**src/rtl/vram_sync_pkg.sv**
```systemverilog
// Shared state type, segment geometry and address width for the VRAM sync engine.
package vram_sync_pkg;

  typedef enum logic [1:0] {
    ST_IDLE,
    ST_COPY,
    ST_DRAIN,
    ST_DONE
  } vsync_state_e;

  localparam int TILRAM_DEPTH_DEF = 1024;
  localparam int PATRAM_DEPTH_DEF = 2048;
  localparam int PALRAM_DEPTH_DEF = 256;
  localparam int SPRRAM_DEPTH_DEF = 32;

  localparam int TILRAM_AW = 10;
  localparam int PATRAM_AW = 11;
  localparam int PALRAM_AW = 8;
  localparam int SPRRAM_AW = 5;

  localparam int VSYNC_ADDR_W = 11;
  localparam int VSYNC_DATA_W = 16;

  function automatic int max_depth(input int a, input int b, input int c, input int d);
    int m;
    m = a;
    if (b > m) m = b;
    if (c > m) m = c;
    if (d > m) m = d;
    return m;
  endfunction

endpackage

```
**src/rtl/vram_sync_engine_if.sv**
```systemverilog
// CPU-facing and PPU-facing VRAM port bundles; src is the interconnect side, sync is the copy engine side.
interface vram_if_cpu_facing;
  import vram_sync_pkg::*;

  logic [TILRAM_AW-1:0]    tilram_addr_a;
  logic [PATRAM_AW-1:0]    patram_addr_a;
  logic [PALRAM_AW-1:0]    palram_addr_a;
  logic [SPRRAM_AW-1:0]    sprram_addr_a;
  logic                    tilram_wren_a;
  logic                    patram_wren_a;
  logic                    palram_wren_a;
  logic                    sprram_wren_a;
  logic [VSYNC_DATA_W-1:0] tilram_rddata_a;
  logic [VSYNC_DATA_W-1:0] patram_rddata_a;
  logic [VSYNC_DATA_W-1:0] palram_rddata_a;
  logic [VSYNC_DATA_W-1:0] sprram_rddata_a;

  modport sync (
    output tilram_addr_a, patram_addr_a, palram_addr_a, sprram_addr_a,
    output tilram_wren_a, patram_wren_a, palram_wren_a, sprram_wren_a,
    input  tilram_rddata_a, patram_rddata_a, palram_rddata_a, sprram_rddata_a
  );

  modport src (
    input  tilram_addr_a, patram_addr_a, palram_addr_a, sprram_addr_a,
    input  tilram_wren_a, patram_wren_a, palram_wren_a, sprram_wren_a,
    output tilram_rddata_a, patram_rddata_a, palram_rddata_a, sprram_rddata_a
  );
endinterface

interface vram_if_ppu_facing;
  import vram_sync_pkg::*;

  logic [TILRAM_AW-1:0]    tilram_addr_a, tilram_addr_b;
  logic [PATRAM_AW-1:0]    patram_addr_a, patram_addr_b;
  logic [PALRAM_AW-1:0]    palram_addr_a, palram_addr_b;
  logic [SPRRAM_AW-1:0]    sprram_addr_a, sprram_addr_b;
  logic [VSYNC_DATA_W-1:0] tilram_wrdata_a, tilram_wrdata_b;
  logic [VSYNC_DATA_W-1:0] patram_wrdata_a, patram_wrdata_b;
  logic [VSYNC_DATA_W-1:0] palram_wrdata_a, palram_wrdata_b;
  logic [VSYNC_DATA_W-1:0] sprram_wrdata_a, sprram_wrdata_b;
  logic                    tilram_wren_a, tilram_wren_b;
  logic                    patram_wren_a, patram_wren_b;
  logic                    palram_wren_a, palram_wren_b;
  logic                    sprram_wren_a, sprram_wren_b;

  modport sync (
    output tilram_addr_a, patram_addr_a, palram_addr_a, sprram_addr_a,
    output tilram_wrdata_a, patram_wrdata_a, palram_wrdata_a, sprram_wrdata_a,
    output tilram_wren_a, patram_wren_a, palram_wren_a, sprram_wren_a,
    output tilram_addr_b, patram_addr_b, palram_addr_b, sprram_addr_b,
    output tilram_wrdata_b, patram_wrdata_b, palram_wrdata_b, sprram_wrdata_b,
    output tilram_wren_b, patram_wren_b, palram_wren_b, sprram_wren_b
  );

  modport src (
    input tilram_addr_a, patram_addr_a, palram_addr_a, sprram_addr_a,
    input tilram_wrdata_a, patram_wrdata_a, palram_wrdata_a, sprram_wrdata_a,
    input tilram_wren_a, patram_wren_a, palram_wren_a, sprram_wren_a,
    input tilram_addr_b, patram_addr_b, palram_addr_b, sprram_addr_b,
    input tilram_wrdata_b, patram_wrdata_b, palram_wrdata_b, sprram_wrdata_b,
    input tilram_wren_b, patram_wren_b, palram_wren_b, sprram_wren_b
  );
endinterface

```
**src/rtl/vram_sync_delay.sv**
```systemverilog
// RD_LAT-stage shift register carrying {valid, addr} alongside the CPU-facing read latency.
module vram_sync_delay
  import vram_sync_pkg::*;
#(
  parameter int RD_LAT = 1
) (
  input  logic                    clk,
  input  logic                    rst,
  input  logic                    in_valid,
  input  logic [VSYNC_ADDR_W-1:0] in_addr,
  output logic                    out_valid,
  output logic [VSYNC_ADDR_W-1:0] out_addr,
  output logic                    tail_empty
);

  logic [RD_LAT-1:0]       vld;
  logic [VSYNC_ADDR_W-1:0] adr [RD_LAT];

  always_ff @(posedge clk or posedge rst) begin
    if (rst) begin
      vld <= '0;
      for (int i = 0; i < RD_LAT; i++) adr[i] <= '0;
    end else begin
      vld[0] <= in_valid;
      adr[0] <= in_addr;
      for (int i = 1; i < RD_LAT; i++) begin
        vld[i] <= vld[i-1];
        adr[i] <= adr[i-1];
      end
    end
  end

  assign out_valid = vld[RD_LAT-1];
  assign out_addr  = adr[RD_LAT-1];

  // True when only the output stage may still hold a valid entry.
  always_comb begin
    tail_empty = 1'b1;
    for (int i = 0; i < RD_LAT - 1; i++) begin
      if (vld[i]) tail_empty = 1'b0;
    end
  end

endmodule

```
**src/rtl/vram_sync_engine.sv**
```systemverilog
// Copies CPU-facing VRAM into PPU-facing VRAM during vblank, once per frame-ready request.
// state | meaning
// IDLE  | waiting for vblank_start with a pending (or same-cycle) request
// COPY  | reading addresses 0..MAX_DEPTH-1 from the shared counter
// DRAIN | reads stopped, last writes leaving the delay line
// DONE  | one-cycle completion pulse, PPU ports released
module vram_sync_engine
  import vram_sync_pkg::*;
#(
  parameter int TILRAM_DEPTH = TILRAM_DEPTH_DEF,
  parameter int PATRAM_DEPTH = PATRAM_DEPTH_DEF,
  parameter int PALRAM_DEPTH = PALRAM_DEPTH_DEF,
  parameter int SPRRAM_DEPTH = SPRRAM_DEPTH_DEF,
  parameter int RD_LAT       = 1
) (
  input  logic            clk,
  input  logic            rst,
  input  logic            vblank,
  input  logic            vblank_start,
  input  logic            sync_req,
  output logic            sync_active,
  output logic            sync_done,
  output logic            sync_overrun,
  vram_if_cpu_facing.sync vram_ifC,
  vram_if_ppu_facing.sync vram_ifP
);

  localparam int MAX_DEPTH = max_depth(TILRAM_DEPTH, PATRAM_DEPTH, PALRAM_DEPTH, SPRRAM_DEPTH);
  localparam int CMP_W     = VSYNC_ADDR_W + 1;
  localparam logic [VSYNC_ADDR_W-1:0] LAST_ADDR = VSYNC_ADDR_W'(MAX_DEPTH - 1);

  vsync_state_e            state;
  logic [VSYNC_ADDR_W-1:0] rd_addr;
  logic                    rd_valid;
  logic                    pending;
  logic                    overrun_seen;
  logic                    start;
  logic [VSYNC_ADDR_W-1:0] wr_addr;
  logic                    wr_valid;
  logic                    tail_empty;

  assign start = (state == ST_IDLE) && vblank_start && (pending || sync_req);

  always_ff @(posedge clk or posedge rst) begin
    if (rst) begin
      state        <= ST_IDLE;
      rd_addr      <= '0;
      rd_valid     <= 1'b0;
      pending      <= 1'b0;
      overrun_seen <= 1'b0;
      sync_active  <= 1'b0;
      sync_done    <= 1'b0;
      sync_overrun <= 1'b0;
    end else begin
      sync_done    <= 1'b0;
      sync_overrun <= 1'b0;
      if (sync_req) pending <= 1'b1;
      if (sync_active && !vblank && !overrun_seen) begin
        sync_overrun <= 1'b1;
        overrun_seen <= 1'b1;
      end
      case (state)
        ST_IDLE: begin
          if (start) begin
            state        <= ST_COPY;
            rd_addr      <= '0;
            rd_valid     <= 1'b1;
            sync_active  <= 1'b1;
            pending      <= 1'b0;
            overrun_seen <= 1'b0;
          end
        end
        ST_COPY: begin
          if (rd_addr == LAST_ADDR) begin
            state    <= ST_DRAIN;
            rd_addr  <= '0;
            rd_valid <= 1'b0;
          end else begin
            rd_addr <= rd_addr + 1'b1;
          end
        end
        ST_DRAIN: begin
          // Leave as the final write sits in the output stage, so DONE sees an empty line.
          if (tail_empty) begin
            state       <= ST_DONE;
            sync_active <= 1'b0;
            sync_done   <= 1'b1;
          end
        end
        ST_DONE: state <= ST_IDLE;
        default: state <= ST_IDLE;
      endcase
    end
  end

  vram_sync_delay #(.RD_LAT(RD_LAT)) u_delay (
    .clk        (clk),
    .rst        (rst),
    .in_valid   (rd_valid),
    .in_addr    (rd_addr),
    .out_valid  (wr_valid),
    .out_addr   (wr_addr),
    .tail_empty (tail_empty)
  );

  assign vram_ifC.tilram_addr_a = rd_addr[TILRAM_AW-1:0];
  assign vram_ifC.patram_addr_a = rd_addr[PATRAM_AW-1:0];
  assign vram_ifC.palram_addr_a = rd_addr[PALRAM_AW-1:0];
  assign vram_ifC.sprram_addr_a = rd_addr[SPRRAM_AW-1:0];
  assign vram_ifC.tilram_wren_a = 1'b0;
  assign vram_ifC.patram_wren_a = 1'b0;
  assign vram_ifC.palram_wren_a = 1'b0;
  assign vram_ifC.sprram_wren_a = 1'b0;

  assign vram_ifP.tilram_addr_a   = wr_addr[TILRAM_AW-1:0];
  assign vram_ifP.patram_addr_a   = wr_addr[PATRAM_AW-1:0];
  assign vram_ifP.palram_addr_a   = wr_addr[PALRAM_AW-1:0];
  assign vram_ifP.sprram_addr_a   = wr_addr[SPRRAM_AW-1:0];
  assign vram_ifP.tilram_wrdata_a = vram_ifC.tilram_rddata_a;
  assign vram_ifP.patram_wrdata_a = vram_ifC.patram_rddata_a;
  assign vram_ifP.palram_wrdata_a = vram_ifC.palram_rddata_a;
  assign vram_ifP.sprram_wrdata_a = vram_ifC.sprram_rddata_a;

  // Smaller segments stop writing once the shared address passes their depth.
  assign vram_ifP.tilram_wren_a = wr_valid && ({1'b0, wr_addr} < CMP_W'(TILRAM_DEPTH));
  assign vram_ifP.patram_wren_a = wr_valid && ({1'b0, wr_addr} < CMP_W'(PATRAM_DEPTH));
  assign vram_ifP.palram_wren_a = wr_valid && ({1'b0, wr_addr} < CMP_W'(PALRAM_DEPTH));
  assign vram_ifP.sprram_wren_a = wr_valid && ({1'b0, wr_addr} < CMP_W'(SPRRAM_DEPTH));

  assign vram_ifP.tilram_addr_b   = '0;
  assign vram_ifP.patram_addr_b   = '0;
  assign vram_ifP.palram_addr_b   = '0;
  assign vram_ifP.sprram_addr_b   = '0;
  assign vram_ifP.tilram_wren_b   = 1'b0;
  assign vram_ifP.patram_wren_b   = 1'b0;
  assign vram_ifP.palram_wren_b   = 1'b0;
  assign vram_ifP.sprram_wren_b   = 1'b0;
  assign vram_ifP.tilram_wrdata_b = '0;
  assign vram_ifP.patram_wrdata_b = '0;
  assign vram_ifP.palram_wrdata_b = '0;
  assign vram_ifP.sprram_wrdata_b = '0;

endmodule

```
**src/flat_wrapper.sv**
```systemverilog
// flat-port wrapper written by rule: the top's interface ports become plain ports
module vram_sync_engine_flat import vram_sync_pkg::*;
#(
  parameter int TILRAM_DEPTH = TILRAM_DEPTH_DEF,
  parameter int PATRAM_DEPTH = PATRAM_DEPTH_DEF,
  parameter int PALRAM_DEPTH = PALRAM_DEPTH_DEF,
  parameter int SPRRAM_DEPTH = SPRRAM_DEPTH_DEF,
  parameter int RD_LAT       = 1
)
  (clk, rst, vblank, vblank_start, sync_req, sync_active, sync_done, sync_overrun, vram_ifC_tilram_addr_a, vram_ifC_patram_addr_a, vram_ifC_palram_addr_a, vram_ifC_sprram_addr_a, vram_ifC_tilram_wren_a, vram_ifC_patram_wren_a, vram_ifC_palram_wren_a, vram_ifC_sprram_wren_a, vram_ifC_tilram_rddata_a, vram_ifC_patram_rddata_a, vram_ifC_palram_rddata_a, vram_ifC_sprram_rddata_a, vram_ifP_tilram_addr_a, vram_ifP_patram_addr_a, vram_ifP_palram_addr_a, vram_ifP_sprram_addr_a, vram_ifP_tilram_wrdata_a, vram_ifP_patram_wrdata_a, vram_ifP_palram_wrdata_a, vram_ifP_sprram_wrdata_a, vram_ifP_tilram_wren_a, vram_ifP_patram_wren_a, vram_ifP_palram_wren_a, vram_ifP_sprram_wren_a, vram_ifP_tilram_addr_b, vram_ifP_patram_addr_b, vram_ifP_palram_addr_b, vram_ifP_sprram_addr_b, vram_ifP_tilram_wrdata_b, vram_ifP_patram_wrdata_b, vram_ifP_palram_wrdata_b, vram_ifP_sprram_wrdata_b, vram_ifP_tilram_wren_b, vram_ifP_patram_wren_b, vram_ifP_palram_wren_b, vram_ifP_sprram_wren_b);
  vram_if_cpu_facing vram_ifC_i ();
  vram_if_ppu_facing vram_ifP_i ();
  input  logic clk;
  input  logic rst;
  input  logic vblank;
  input  logic vblank_start;
  input  logic sync_req;
  output logic sync_active;
  output logic sync_done;
  output logic sync_overrun;
  output wire logic [$bits(vram_ifC_i.tilram_addr_a)-1:0] vram_ifC_tilram_addr_a;
  output wire logic [$bits(vram_ifC_i.patram_addr_a)-1:0] vram_ifC_patram_addr_a;
  output wire logic [$bits(vram_ifC_i.palram_addr_a)-1:0] vram_ifC_palram_addr_a;
  output wire logic [$bits(vram_ifC_i.sprram_addr_a)-1:0] vram_ifC_sprram_addr_a;
  output wire logic [$bits(vram_ifC_i.tilram_wren_a)-1:0] vram_ifC_tilram_wren_a;
  output wire logic [$bits(vram_ifC_i.patram_wren_a)-1:0] vram_ifC_patram_wren_a;
  output wire logic [$bits(vram_ifC_i.palram_wren_a)-1:0] vram_ifC_palram_wren_a;
  output wire logic [$bits(vram_ifC_i.sprram_wren_a)-1:0] vram_ifC_sprram_wren_a;
  input wire logic [$bits(vram_ifC_i.tilram_rddata_a)-1:0] vram_ifC_tilram_rddata_a;
  input wire logic [$bits(vram_ifC_i.patram_rddata_a)-1:0] vram_ifC_patram_rddata_a;
  input wire logic [$bits(vram_ifC_i.palram_rddata_a)-1:0] vram_ifC_palram_rddata_a;
  input wire logic [$bits(vram_ifC_i.sprram_rddata_a)-1:0] vram_ifC_sprram_rddata_a;
  output wire logic [$bits(vram_ifP_i.tilram_addr_a)-1:0] vram_ifP_tilram_addr_a;
  output wire logic [$bits(vram_ifP_i.patram_addr_a)-1:0] vram_ifP_patram_addr_a;
  output wire logic [$bits(vram_ifP_i.palram_addr_a)-1:0] vram_ifP_palram_addr_a;
  output wire logic [$bits(vram_ifP_i.sprram_addr_a)-1:0] vram_ifP_sprram_addr_a;
  output wire logic [$bits(vram_ifP_i.tilram_wrdata_a)-1:0] vram_ifP_tilram_wrdata_a;
  output wire logic [$bits(vram_ifP_i.patram_wrdata_a)-1:0] vram_ifP_patram_wrdata_a;
  output wire logic [$bits(vram_ifP_i.palram_wrdata_a)-1:0] vram_ifP_palram_wrdata_a;
  output wire logic [$bits(vram_ifP_i.sprram_wrdata_a)-1:0] vram_ifP_sprram_wrdata_a;
  output wire logic [$bits(vram_ifP_i.tilram_wren_a)-1:0] vram_ifP_tilram_wren_a;
  output wire logic [$bits(vram_ifP_i.patram_wren_a)-1:0] vram_ifP_patram_wren_a;
  output wire logic [$bits(vram_ifP_i.palram_wren_a)-1:0] vram_ifP_palram_wren_a;
  output wire logic [$bits(vram_ifP_i.sprram_wren_a)-1:0] vram_ifP_sprram_wren_a;
  output wire logic [$bits(vram_ifP_i.tilram_addr_b)-1:0] vram_ifP_tilram_addr_b;
  output wire logic [$bits(vram_ifP_i.patram_addr_b)-1:0] vram_ifP_patram_addr_b;
  output wire logic [$bits(vram_ifP_i.palram_addr_b)-1:0] vram_ifP_palram_addr_b;
  output wire logic [$bits(vram_ifP_i.sprram_addr_b)-1:0] vram_ifP_sprram_addr_b;
  output wire logic [$bits(vram_ifP_i.tilram_wrdata_b)-1:0] vram_ifP_tilram_wrdata_b;
  output wire logic [$bits(vram_ifP_i.patram_wrdata_b)-1:0] vram_ifP_patram_wrdata_b;
  output wire logic [$bits(vram_ifP_i.palram_wrdata_b)-1:0] vram_ifP_palram_wrdata_b;
  output wire logic [$bits(vram_ifP_i.sprram_wrdata_b)-1:0] vram_ifP_sprram_wrdata_b;
  output wire logic [$bits(vram_ifP_i.tilram_wren_b)-1:0] vram_ifP_tilram_wren_b;
  output wire logic [$bits(vram_ifP_i.patram_wren_b)-1:0] vram_ifP_patram_wren_b;
  output wire logic [$bits(vram_ifP_i.palram_wren_b)-1:0] vram_ifP_palram_wren_b;
  output wire logic [$bits(vram_ifP_i.sprram_wren_b)-1:0] vram_ifP_sprram_wren_b;
  assign vram_ifC_tilram_addr_a = vram_ifC_i.tilram_addr_a;
  assign vram_ifC_patram_addr_a = vram_ifC_i.patram_addr_a;
  assign vram_ifC_palram_addr_a = vram_ifC_i.palram_addr_a;
  assign vram_ifC_sprram_addr_a = vram_ifC_i.sprram_addr_a;
  assign vram_ifC_tilram_wren_a = vram_ifC_i.tilram_wren_a;
  assign vram_ifC_patram_wren_a = vram_ifC_i.patram_wren_a;
  assign vram_ifC_palram_wren_a = vram_ifC_i.palram_wren_a;
  assign vram_ifC_sprram_wren_a = vram_ifC_i.sprram_wren_a;
  assign vram_ifC_i.tilram_rddata_a = vram_ifC_tilram_rddata_a;
  assign vram_ifC_i.patram_rddata_a = vram_ifC_patram_rddata_a;
  assign vram_ifC_i.palram_rddata_a = vram_ifC_palram_rddata_a;
  assign vram_ifC_i.sprram_rddata_a = vram_ifC_sprram_rddata_a;
  assign vram_ifP_tilram_addr_a = vram_ifP_i.tilram_addr_a;
  assign vram_ifP_patram_addr_a = vram_ifP_i.patram_addr_a;
  assign vram_ifP_palram_addr_a = vram_ifP_i.palram_addr_a;
  assign vram_ifP_sprram_addr_a = vram_ifP_i.sprram_addr_a;
  assign vram_ifP_tilram_wrdata_a = vram_ifP_i.tilram_wrdata_a;
  assign vram_ifP_patram_wrdata_a = vram_ifP_i.patram_wrdata_a;
  assign vram_ifP_palram_wrdata_a = vram_ifP_i.palram_wrdata_a;
  assign vram_ifP_sprram_wrdata_a = vram_ifP_i.sprram_wrdata_a;
  assign vram_ifP_tilram_wren_a = vram_ifP_i.tilram_wren_a;
  assign vram_ifP_patram_wren_a = vram_ifP_i.patram_wren_a;
  assign vram_ifP_palram_wren_a = vram_ifP_i.palram_wren_a;
  assign vram_ifP_sprram_wren_a = vram_ifP_i.sprram_wren_a;
  assign vram_ifP_tilram_addr_b = vram_ifP_i.tilram_addr_b;
  assign vram_ifP_patram_addr_b = vram_ifP_i.patram_addr_b;
  assign vram_ifP_palram_addr_b = vram_ifP_i.palram_addr_b;
  assign vram_ifP_sprram_addr_b = vram_ifP_i.sprram_addr_b;
  assign vram_ifP_tilram_wrdata_b = vram_ifP_i.tilram_wrdata_b;
  assign vram_ifP_patram_wrdata_b = vram_ifP_i.patram_wrdata_b;
  assign vram_ifP_palram_wrdata_b = vram_ifP_i.palram_wrdata_b;
  assign vram_ifP_sprram_wrdata_b = vram_ifP_i.sprram_wrdata_b;
  assign vram_ifP_tilram_wren_b = vram_ifP_i.tilram_wren_b;
  assign vram_ifP_patram_wren_b = vram_ifP_i.patram_wren_b;
  assign vram_ifP_palram_wren_b = vram_ifP_i.palram_wren_b;
  assign vram_ifP_sprram_wren_b = vram_ifP_i.sprram_wren_b;
  vram_sync_engine #(.TILRAM_DEPTH(TILRAM_DEPTH), .PATRAM_DEPTH(PATRAM_DEPTH), .PALRAM_DEPTH(PALRAM_DEPTH), .SPRRAM_DEPTH(SPRRAM_DEPTH), .RD_LAT(RD_LAT)) u_core (.clk(clk), .rst(rst), .vblank(vblank), .vblank_start(vblank_start), .sync_req(sync_req), .sync_active(sync_active), .sync_done(sync_done), .sync_overrun(sync_overrun), .vram_ifC(vram_ifC_i), .vram_ifP(vram_ifP_i));
endmodule
```
**config.mk**
```make
export PLATFORM = sky130hd
export DESIGN_NAME = vram_sync_engine_flat
export DESIGN_NICKNAME = d
export VERILOG_FILES = /design/src/rtl/vram_sync_pkg.sv /design/src/rtl/vram_sync_engine_if.sv /design/src/rtl/vram_sync_delay.sv /design/src/rtl/vram_sync_engine.sv /design/src/flat_wrapper.sv
export SDC_FILE = /design/constraint.sdc
export NUM_CORES = 1
export LEC_CHECK = 0
export BUFFER_PORTS_ARGS = -buffer_cell sky130_fd_sc_hd__buf_2
export CORE_AREA = 2 2 120 122
export DETAILED_ROUTE_END_ITERATION = 12
export DIE_AREA = 0 0 122 124
export REMOVE_ABC_BUFFERS = 1
export SLEW_MARGIN = 20
export SYNTH_ARGS = -nofsm -noshare
export SYNTH_HDL_FRONTEND = slang
export SYNTH_SLANG_ARGS = --single-unit
```
**constraint.sdc**
```tcl
create_clock -name clk -period 2.2 [get_ports clk]
set_input_delay 0.44 -clock clk [delete_from_list [all_inputs] [get_ports clk]]
set_output_delay 0.44 -clock clk [all_outputs]
set_load 0.03 [all_outputs]
```
Word-level counts from Yosys, hierarchy flattened
Index checks and enable logic that the tools add are counted.
- input bits: 69
- register bits after elaboration: 31
- logic and storage cells: 55
- output and inout bits: 245
- reduce and logical (&&, ||, !) cells: 17
- mux-type cells: 18
- equal/unequal tests: 6
- add/sub/neg operators: 1
- order comparisons: 3
- operator list (operator ; number):
    11-bit two-way mux ; 2
    11-bit one-hot mux with 2 select lines ; 1
    11-bit by 1-bit adder with 11-bit output, second input constant ; 1
    11-bit == test, second input constant ; 1
    11-bit < comparator, second input constant ; 1
    11-bit by 6-bit < comparator with 1-bit output, second input constant ; 1
    11-bit by 9-bit < comparator with 1-bit output, second input constant ; 1
    1-bit two-way mux ; 10
    2-bit one-hot mux with 4 select lines ; 1
    1-bit logical AND ; 7
    2-bit AND reduction ; 3
    2-bit == test, second input constant ; 2
    2-bit two-way mux ; 2
    2-bit by 1-bit inequality test with 1-bit output, second input constant ; 2
    1-bit one-hot mux with 2 select lines ; 2
    2-bit nonzero test ; 2
    3-bit AND reduction ; 1
    2-bit by 1-bit == test with 1-bit output, second input constant ; 1
    1-bit logical NOT ; 2
    2-bit logical NOT ; 1
    1-bit logical OR ; 1

Logic depth before layout (Yosys ltp)
Gate-level depths: netlist of the first run.
- word-level depth: 6
- gate-level depth with buffers: 8
- gate-level depth less buffers: 6

Hierarchy
Synthesis of the first run repeated with hierarchy kept, for this count alone.
- cells, all modules: 336
- area total of the unflattened synthesis: 2992.9 um^2
- modules (own cells, without submodules) (module ; instances ; sequential area each (um^2) ; cells each ; area each (um^2)):
    vram_sync_engine ; 1 ; 475.5 ; 321 ; 2677.6
    vram_sync_delay ; 1 ; 300.3 ; 15 ; 315.3

Least setup slack after synthesis of the first run
OpenSTA, ideal clock, no wires.
- path kind: reg2out
- start point: register u_core.u_delay.vld, in the netlist u_core.u_delay.out_valid
- end point: output vram_ifP_sprram_wren_a
- data required time: 1760 ps
- slack: -1223 ps
- arrival time: 2983 ps
- path buffers: 0
- cell stages (with the launch flop): 4
- cell sequence: dfrtp_1 nor2b_1 nor3b_1 nor4b_1
- cells in the longest elaborated chain, start to end: 1
- RTL lines (what ; line ; source):
    from (decl) ; vram_sync_delay.sv:16 ; logic [RD_LAT-1:0] vld;
    from (signal, indexed assignment) ; vram_sync_delay.sv:27 ; vld[i] <= vld[i-1];
    1-bit logical AND ; vram_sync_engine.sv:128 ; assign vram_ifP.sprram_wren_a = wr_valid && ({1'b0, wr_addr} < CMP_W'(SPRRAM_DEPTH));
    to (decl) ; flat_wrapper.sv:44 ; output wire logic [$bits(vram_ifP_i.sprram_wren_a)-1:0] vram_ifP_sprram_wren_a;
Every way passes these cells.

Worst setup path in the final report of the first run
- start point: register u_core.u_delay.adr (netlist bit u_core.u_delay.out_addr[10])
- end point: output vram_ifP_sprram_wren_a
- cells in the longest elaborated chain, start to end: 2
- RTL lines (what ; line ; source):
    from (decl) ; vram_sync_delay.sv:17 ; logic [VSYNC_ADDR_W-1:0] adr [RD_LAT];
    from (signal, indexed assignment) ; vram_sync_delay.sv:28 ; adr[i] <= adr[i-1];
    11-bit by 6-bit < comparator with 1-bit output ; vram_sync_engine.sv:128 ;
    1-bit logical AND ; vram_sync_engine.sv:128 ;
Every way passes these cells.

==> summary.md, run 1 <==
### Worst setup path
• 1.76 ns — critical path data required time
• 1 — worst path bufs/invs
• nor2b_1 -> nor3b_1 -> nor4b_1 -> buf_2 — Cell Chain, Critical Path
• sky130_fd_sc_hd__dfrtp_1 — critical-path cell with the highest stage delay
• flop — critical path startpoint category
• reg2out — Setup Crit Path Kind
• output port — Worst setup EP type
• simple AND/OR/NAND/NOR gates — Top delay family on crit path
• 2 — maximum fanout along the worst path
• 0.37 ns — Worst path max stage delay
• 1.58 ns — Worst Path Arrival

### Finish
• -13.75% — signed area change from the synthesized netlist to the final layout
• 32.48% — proportion of layout cells with a drive suffix above 1
• 0 — # diodes
• 491 — non-filler instance count after layout
• 383 — total number of nets in the final design
• 2559 um^2 — post-route design area

### Synthesis
• 100.0% — async set-or-reset flop fraction in the synthesized netlist
• 2967 um^2 — Cell Area, Synth
• 8.963 um^2 — Syn Area/Cell
• 331 — gate count after technology mapping
• 26.15% — part of the Yosys area used for sequential elements
• 54.66% — area share of the largest cell type after synthesis
• 31 — Seq cells post-synth
• 0 — number of enable flip-flop cells after synthesis
• sky130_fd_sc_hd__buf_4 — dominant cell type by area after synthesis
• 0 — synth warn
• sky130_fd_sc_hd__dfrtp_1 — most used flip-flop cell after synthesis
• 39 — distinct cell type count of the synthesized netlist
• sky130_fd_sc_hd__buf_4 (55%), sky130_fd_sc_hd__dfrtp_1 (26%), sky130_fd_sc_hd__ha_1 (1.7%), sky130_fd_sc_hd__a21oi_1 (1.5%), sky130_fd_sc_hd__inv_1 (1.0%) — largest cells by area after synthesis

### Pwr
• 24.7% — share of total power in sequential cells
• 0.0003117 V — Peak VDD IR
• 50.1% — fraction of power consumed by combinational cells
• 1.487 nW — Pleak
• 0.001658 W — P_int
• 0.001457 W — Switching Power
• 25.2% — part of the power in the clock network
• 46.77% — fraction of power spent switching nets
• 1217 nW/um^2 — power per standard cell area

### Floorplanning
• 43 — num rows
• 122 um — Die Wd
• 15,130 um^2 — area of the die
• 21.62% — initial core utilization
• 13,720 um^2 — core region area
• 314 — I/O pin total
• 124 um — die height

### Place
• 483 — total placed cells including tap cells
• 0.8074 — global placer's final weighted congestion
• 2385 um^2 — placed instance area
• 6899 um — post-DP HPWL
• 79 — number of port buffers

### CTS
• yes — CTS tree
• 0.05 ns — Clk pin slew, worst setup/hold paths
• 0 — number of resized instances in the post-cts repair step
• 2 — maximum root-to-sink buffer count
• 5 — cts bufs inserted
• 0 — hold_buf cts
• sky130_fd_sc_hd__clkbuf_16 — cell chosen for the clock root
• 0 — post-CTS setup buffers
• 2 — number of H-tree branching levels
• 31 — number of sinks driven by the clock tree
• 0.27 ns — clock insertion delay at the later pin of the skew report

### STA
• 0.004484 ns — setup clock skew after layout
• 0 — total setup violations reported at the end of the flow
• 0 — count of final hold-check violations
• false — setup repair after global routing missed its margin
• 91.90% — portion of the clock cycle consumed by the worst path in the final layout
• 0 — max-slew violation count
• 0.4946 GHz — fmax
• 2.022 ns — fin crit period

### Drt
• 87 — number of DRC violations after detailed-routing iteration 0
• 0 — DRT antenna net count
• 0 — number of design rule violations left after detail routing
• 3.515 — via-per-instance ratio
• 1,726 — total number of vias
• 8456 um — DRT Wirelength
• 4 — length of the first detailed-routing pass in iterations
• 17.22 um — wire length per cell

### Global route
• 10,180 um — global-route wire length before repair
• 0 — gr ovfl total
• 1,207 — number of global-route vias before repair
• 0 — number of antenna violations at the first check in global routing
• 10.21% — Overall Global Routing Usage
• 32 — maximum number of pins on one net before global-route repair

### Status
• complete, no violations — run status

### Job
• 0 — maximum capacitance violations

### Worst hold path
• in2async — Hold Crit Class

==> layer usage <==
metal	track usage [%]	wire length, um	share of wire, %	vias to the layer above
li1	-	-	-	689
met1	11.49	3127	37	764
met2	10.51	2761	33	254
met3	12.59	2336	28	13
met4	2.874	85	1.0	6
met5	8.681	146	1.7	-
==> per-stage QoR <==
| step | setup TNS (ns) | total power (W) | hold WS, ns | util (%) | setup slack [ns] |
|---|---|---|---|---|---|
| finish | 0 | 0.003115 | 0.2431 | 18.65 | 0.1783 |
| CTS | 0 | 0.003153 | 0.2519 | 18.65 | 0.1238 |
| floorplan | -4.650 | 0.001932 | 0.3543 | - | -1.223 |
| global route | 0 | 0.003316 | 0.2830 | 18.65 | 0.06230 |
| global placement | 0 | 0.002340 | 0.3688 | 17.38 | 0.2884 |
| detailed placement | 0 | 0.002349 | 0.3826 | 17.38 | 0.2302 |
==> power groups by stage <==
stage          sequential [W]  combinational, W  clock, W
6_report             0.000768           0.00156  0.000787
2_1_floorplan         0.00120          0.000732         0
3_5_place_dp         0.000782           0.00157         0
3_3_place_gp         0.000779           0.00156         0
4_1_cts              0.000773           0.00157  0.000808
5_1_grt              0.000785           0.00169  0.000840
==> cell usage after synthesis, drive strengths merged, types with 2 or more instances <==
cell,n
nand2,8
o21ai,3
nand2b,3
nand3,6
ha,4
xnor2,2
buf,219
nor2b,4
a21oi,10
a31oi,4
dfrtp,31
a211oi,2
inv,8
nor2,7
==> registers in the layout (all words and copies together) (netlist names) <==
name,cells
u_core.u_delay.out_addr,11
u_core.vram_ifC.patram_addr_a,11
u_core.state,2
u_core.overrun_seen,1
u_core.pending,1
u_core.rd_valid,1
u_core.sync_active,1
u_core.sync_done,1
u_core.sync_overrun,1
u_core.u_delay.out_valid,1
==> tightest hold or removal path: cells and delay by family <==
| kind | cells | cell delay (ns) |
|---|---|---|
| buffers and inverters | 3 | 0.49 |
==> placed cells by master (no fill, tap or decap), types with 2 or more instances in the layout <==
master / netlist / final
sky130_fd_sc_hd__inv_1: 8 / 8
sky130_fd_sc_hd__conb_1: 1 / 106
sky130_fd_sc_hd__buf_2: 1 / 79
sky130_fd_sc_hd__a211oi_1: 2 / 2
sky130_fd_sc_hd__nand3_1: 4 / 4
sky130_fd_sc_hd__nor2b_1: 4 / 4
sky130_fd_sc_hd__o21ai_0: 3 / 3
sky130_fd_sc_hd__nand2_1: 8 / 8
sky130_fd_sc_hd__buf_4: 216 / 7
sky130_fd_sc_hd__a31oi_1: 4 / 4
sky130_fd_sc_hd__nand2b_1: 2 / 2
sky130_fd_sc_hd__clkbuf_16: 0 / 5
sky130_fd_sc_hd__xnor2_1: 2 / 2
sky130_fd_sc_hd__dfrtp_1: 31 / 31
sky130_fd_sc_hd__ha_1: 4 / 4
sky130_fd_sc_hd__nor2_1: 7 / 7
sky130_fd_sc_hd__a21oi_1: 9 / 9
sky130_fd_sc_hd__nand3_2: 2 / 2
==> logic make-up after synthesis <==
group,synth area share (%)
other,0.1264
buffers and inverters,56.60
XOR/XNOR,0.5906
AND/OR/NAND/NOR,6.791
adder cells (fa/ha/maj),1.687
multiplexers,0.7170
AO/OA/AOI/OAI,7.339
flip-flops,26.15
==> area by class of cell <==
type	instances	area [um^2]
flip-flops and latches	31	775.7
multi-input cells	178	905.9
well taps	180	225.2
inverters	8	30.03
clock inverters	2	35.03
repair buffers	86	447.9
clock buffers	6	138.9
fillers	1551	11160
==> worst paths after layout <==
path                                                      to  slack [ns]                   startpoint  depth (start not counted)
max                                   vram_ifP_sprram_wren_a        0.18  u_core.u_delay.out_addr[10]                          4
min                                      u_core.sync_overrun        0.24                          rst                          3
max reg2reg                u_core.vram_ifC.patram_addr_a[10]        0.22              u_core.state[0]                          6
min reg2reg                         u_core.u_delay.out_valid        0.39              u_core.rd_valid                          0
max in group asynchronous         u_core.u_delay.out_addr[4]        1.67                          rst                          3
min in group clk                    u_core.u_delay.out_valid        0.39              u_core.rd_valid                          0
Note: power is estimated with default switching activity, not from simulation.
==> run 2, diff against run 1 <==
- CELL_PAD_IN_SITES_DETAIL_PLACEMENT: not set -> 0
- CELL_PAD_IN_SITES_GLOBAL_PLACEMENT: not set -> 1
- CORE_AREA: 2 2 120 122 -> 2 2 123 125
- DIE_AREA: 0 0 122 124 -> 0 0 125 127
- PLACE_DENSITY_LB_ADDON: not set -> 0.1
- SLEW_MARGIN: 20 -> not set
- clock period: 2.2 -> 2.5 ns (I/O delays scaled with it)
==> summary.md, run 2 (synthesized netlist as in run 1, its figures left out) <==
### Worst setup path
• ha_1 -> nand3_2 -> o41a_4 -> a21oi_4 -> mux2_1 — Cell Chain, Critical Path, was nor2b_1 -> nor3b_1 -> nor4b_1 -> buf_2
• u_core.vram_ifC.patram_addr_a[0] — Critical Path Source, was u_core.u_delay.out_addr[10]
• 5 — R2R depth, was 6
• 2.25 ns — Worst Path Arrival, was 1.58 ns
• 11 — maximum fanout along the worst path, was 2
• 0.40 ns — flop-to-flop setup slack, was 0.22 ns
• 2.65 ns — critical path data required time, was 1.76 ns
• flop — critical path startpoint category, unchanged
• 0.52 ns — Worst path max stage delay, was 0.37 ns
• u_core.state[1] — worst r2r dst, was u_core.vram_ifC.patram_addr_a[10]
• sky130_fd_sc_hd__o41a_4 — critical-path cell with the highest stage delay, was sky130_fd_sc_hd__dfrtp_1
• u_core.vram_ifC.patram_addr_a[0] — origin of the critical flop-to-flop path, was u_core.state[0]
• reg2reg — Setup Crit Path Kind, was reg2out
• u_core.state[1] — last element of the critical path, was vram_ifP_sprram_wren_a
• flop — Worst setup EP type, was output port

### Pwr
• 22.7% — part of the power in the clock network, was 25.2%
• 0.001339 W — P_int, was 0.001658 W
• 50.9% — fraction of power consumed by combinational cells, was 50.1%
• 26.4% — share of total power in sequential cells, was 24.7%
• 1058 nW/um^2 — power per standard cell area, was 1217 nW/um^2
• 0.0004580 V — Peak VDD IR, was 0.0003117 V
• 1.451 nW — Pleak, was 1.487 nW
• 49.53% — fraction of power spent switching nets, was 46.77%
• 0.001314 W — Switching Power, was 0.001457 W

### STA
• 84.00% — portion of the clock cycle consumed by the worst path in the final layout
• 2.100 ns — fin crit period
• 0.4762 GHz — fmax
• 0.003947 ns — setup clock skew after layout, was 0.004484 ns
• 0 — count of final hold-check violations, unchanged
• 0 — max-slew violation count, unchanged
• 0 — total setup violations reported at the end of the flow, unchanged
• false — setup repair after global routing missed its margin, unchanged

### Finish
• 2506 um^2 — post-route design area, was 2559 um^2
• sky130_fd_sc_hd__conb_1 (106), sky130_fd_sc_hd__buf_2 (79), sky130_fd_sc_hd__dfrtp_1 (31), sky130_fd_sc_hd__a21oi_1 (9) — commonest non-fill, non-tap cells in the layout, unchanged
• 491 — non-filler instance count after layout, unchanged
• 17.38% — final core area utilization, was 18.65%
• -15.52% — signed area change from the synthesized netlist to the final layout, was -13.75%
• 379 — total number of nets in the final design, was 383
• 31.37% — proportion of layout cells with a drive suffix above 1, was 32.48%
• sky130_fd_sc_hd__conb_1 — most frequent standard cell in the layout excluding fill and tap cells, unchanged

### Drt
• 3.442 — via-per-instance ratio, was 3.515
• 4 — length of the first detailed-routing pass in iterations, unchanged
• 36 — number of DRC violations after detailed-routing iteration 0, was 87
• 0 — DRT antenna net count, unchanged
• 9804 um — DRT Wirelength, was 8456 um
• 19.97 um — wire length per cell, was 17.22 um
• 0 — number of design rule violations left after detail routing, unchanged
• 1,690 — total number of vias, was 1,726

### Place
• 483 — total placed cells including tap cells, unchanged
• 0.7000 — global placer's final weighted congestion, was 0.8074
• 2360 um^2 — placed instance area, was 2385 um^2
• 7750 um — post-DP HPWL, was 6899 um
• 79 — number of port buffers, unchanged

### Global route
• 1,347 — number of global-route vias before repair, was 1,207
• 2 — number of antenna violations at the first check in global routing, was 0
• 12,430 um — global-route wire length before repair, was 10,180 um
• 32 — maximum number of pins on one net before global-route repair, unchanged
• 0 — gr ovfl total, unchanged
• 11.41% — Overall Global Routing Usage, was 10.21%

### Floorplanning
• 44 — num rows, was 43
• 127 um — die height, was 124 um
• 125 um — Die Wd, was 122 um
• 314 — I/O pin total, unchanged
• 20.57% — initial core utilization, was 21.62%
• 14,420 um^2 — core region area, was 13,720 um^2
• 15,880 um^2 — area of the die, was 15,130 um^2

### Worst hold path
• in2async — Hold Crit Class, unchanged

### CTS
• 0.05 ns — Clk pin slew, worst setup/hold paths, about the same
• 0 — number of resized instances in the post-cts repair step, unchanged
• 2 — number of H-tree branching levels, unchanged
• yes — CTS tree, unchanged
• 0 — post-CTS setup buffers, unchanged
• 31 — number of sinks driven by the clock tree, unchanged
• 0 — hold_buf cts, unchanged
• 5 — cts bufs inserted, unchanged
• sky130_fd_sc_hd__clkbuf_16 — cell chosen for the clock root, unchanged
• 0.27 ns — clock insertion delay at the later pin of the skew report, about the same
• 2 — maximum root-to-sink buffer count, unchanged

### Job
• 0 — maximum capacitance violations, unchanged

### Status
• complete, no violations — run status, unchanged

==> run 2: changes by cell type in the layout (fill, tap and decap cells not counted) <==
cell                        before  now
sky130_fd_sc_hd__buf_4           7    3
sky130_fd_sc_hd__bufinv_16       1    0
sky130_fd_sc_hd__diode_2         0    1
==> run 2: final cells by class <==
class                   count  area, um^2
diodes                      1       2.502
clock buffers               6       138.9
clock inverters             1       5.005
fillers                  1640       11920
inverters                   8       30.03
multi-input cells         178       905.9
flip-flops and latches     31       775.7
well taps                 184       230.2
repair buffers             82       417.9
==> run 2: critical path, delay by kind of cell (launching register included) <==
kind / cells / cell delay, ns
flops: 1 / 0.51
simple gates: 1 / 0.13
compound gates: 2 / 0.70
fa+ha+maj: 1 / 0.30
mux: 1 / 0.34
==> run 2: metrics by stage <==
| step | setup WS, ns | total power [W] | hold WS, ns | setup TNS, ns |
|---|---|---|---|---|
| 2_1_floorplan | -0.9828 | 0.001700 | 0.3543 | -1.308 |
| 3_3_place_gp | 0.4546 | 0.002104 | 0.3789 | 0 |
| 3_5_place_dp | 0.3798 | 0.002079 | 0.3854 | 0 |
| 4_1_cts | 0.3660 | 0.002701 | 0.3390 | 0 |
| 5_1_grt | 0.2458 | 0.002825 | 0.3760 | 0 |
| 6_report | 0.4001 | 0.002652 | 0.3139 | 0 |
==> run 2: power by group through the flow <==
stage | Combinational [W] | Sequential [W] | Clock [W]
after global placement | 0.00139 | 0.000710 | 0
after CTS | 0.00137 | 0.000708 | 0.000626
final | 0.00135 | 0.000701 | 0.000601
after detailed placement | 0.00136 | 0.000714 | 0
after global routing | 0.00144 | 0.000722 | 0.000662
after floorplan | 0.000644 | 0.00106 | 0
==> run 2: worst min-delay path by stage <==
stage	end	cells after the start
after floorplan	u_core.u_delay.out_valid	0
after global placement	u_core.u_delay.out_valid	0
after detailed placement	u_core.u_delay.out_valid	0
after CTS	u_core.u_delay.out_addr[1]	3
after global routing	u_core.sync_overrun	3
final	u_core.u_delay.out_addr[5]	3
==> run 2: per-layer routing <==
metal	global-route usage (%)	share of wire, %	up-vias
met5	6.811	1.1	-
met4	3.137	1.1	6
met3	11.56	23	11
met2	11.51	33	231
met1	14.88	41	759
li1	-	-	683
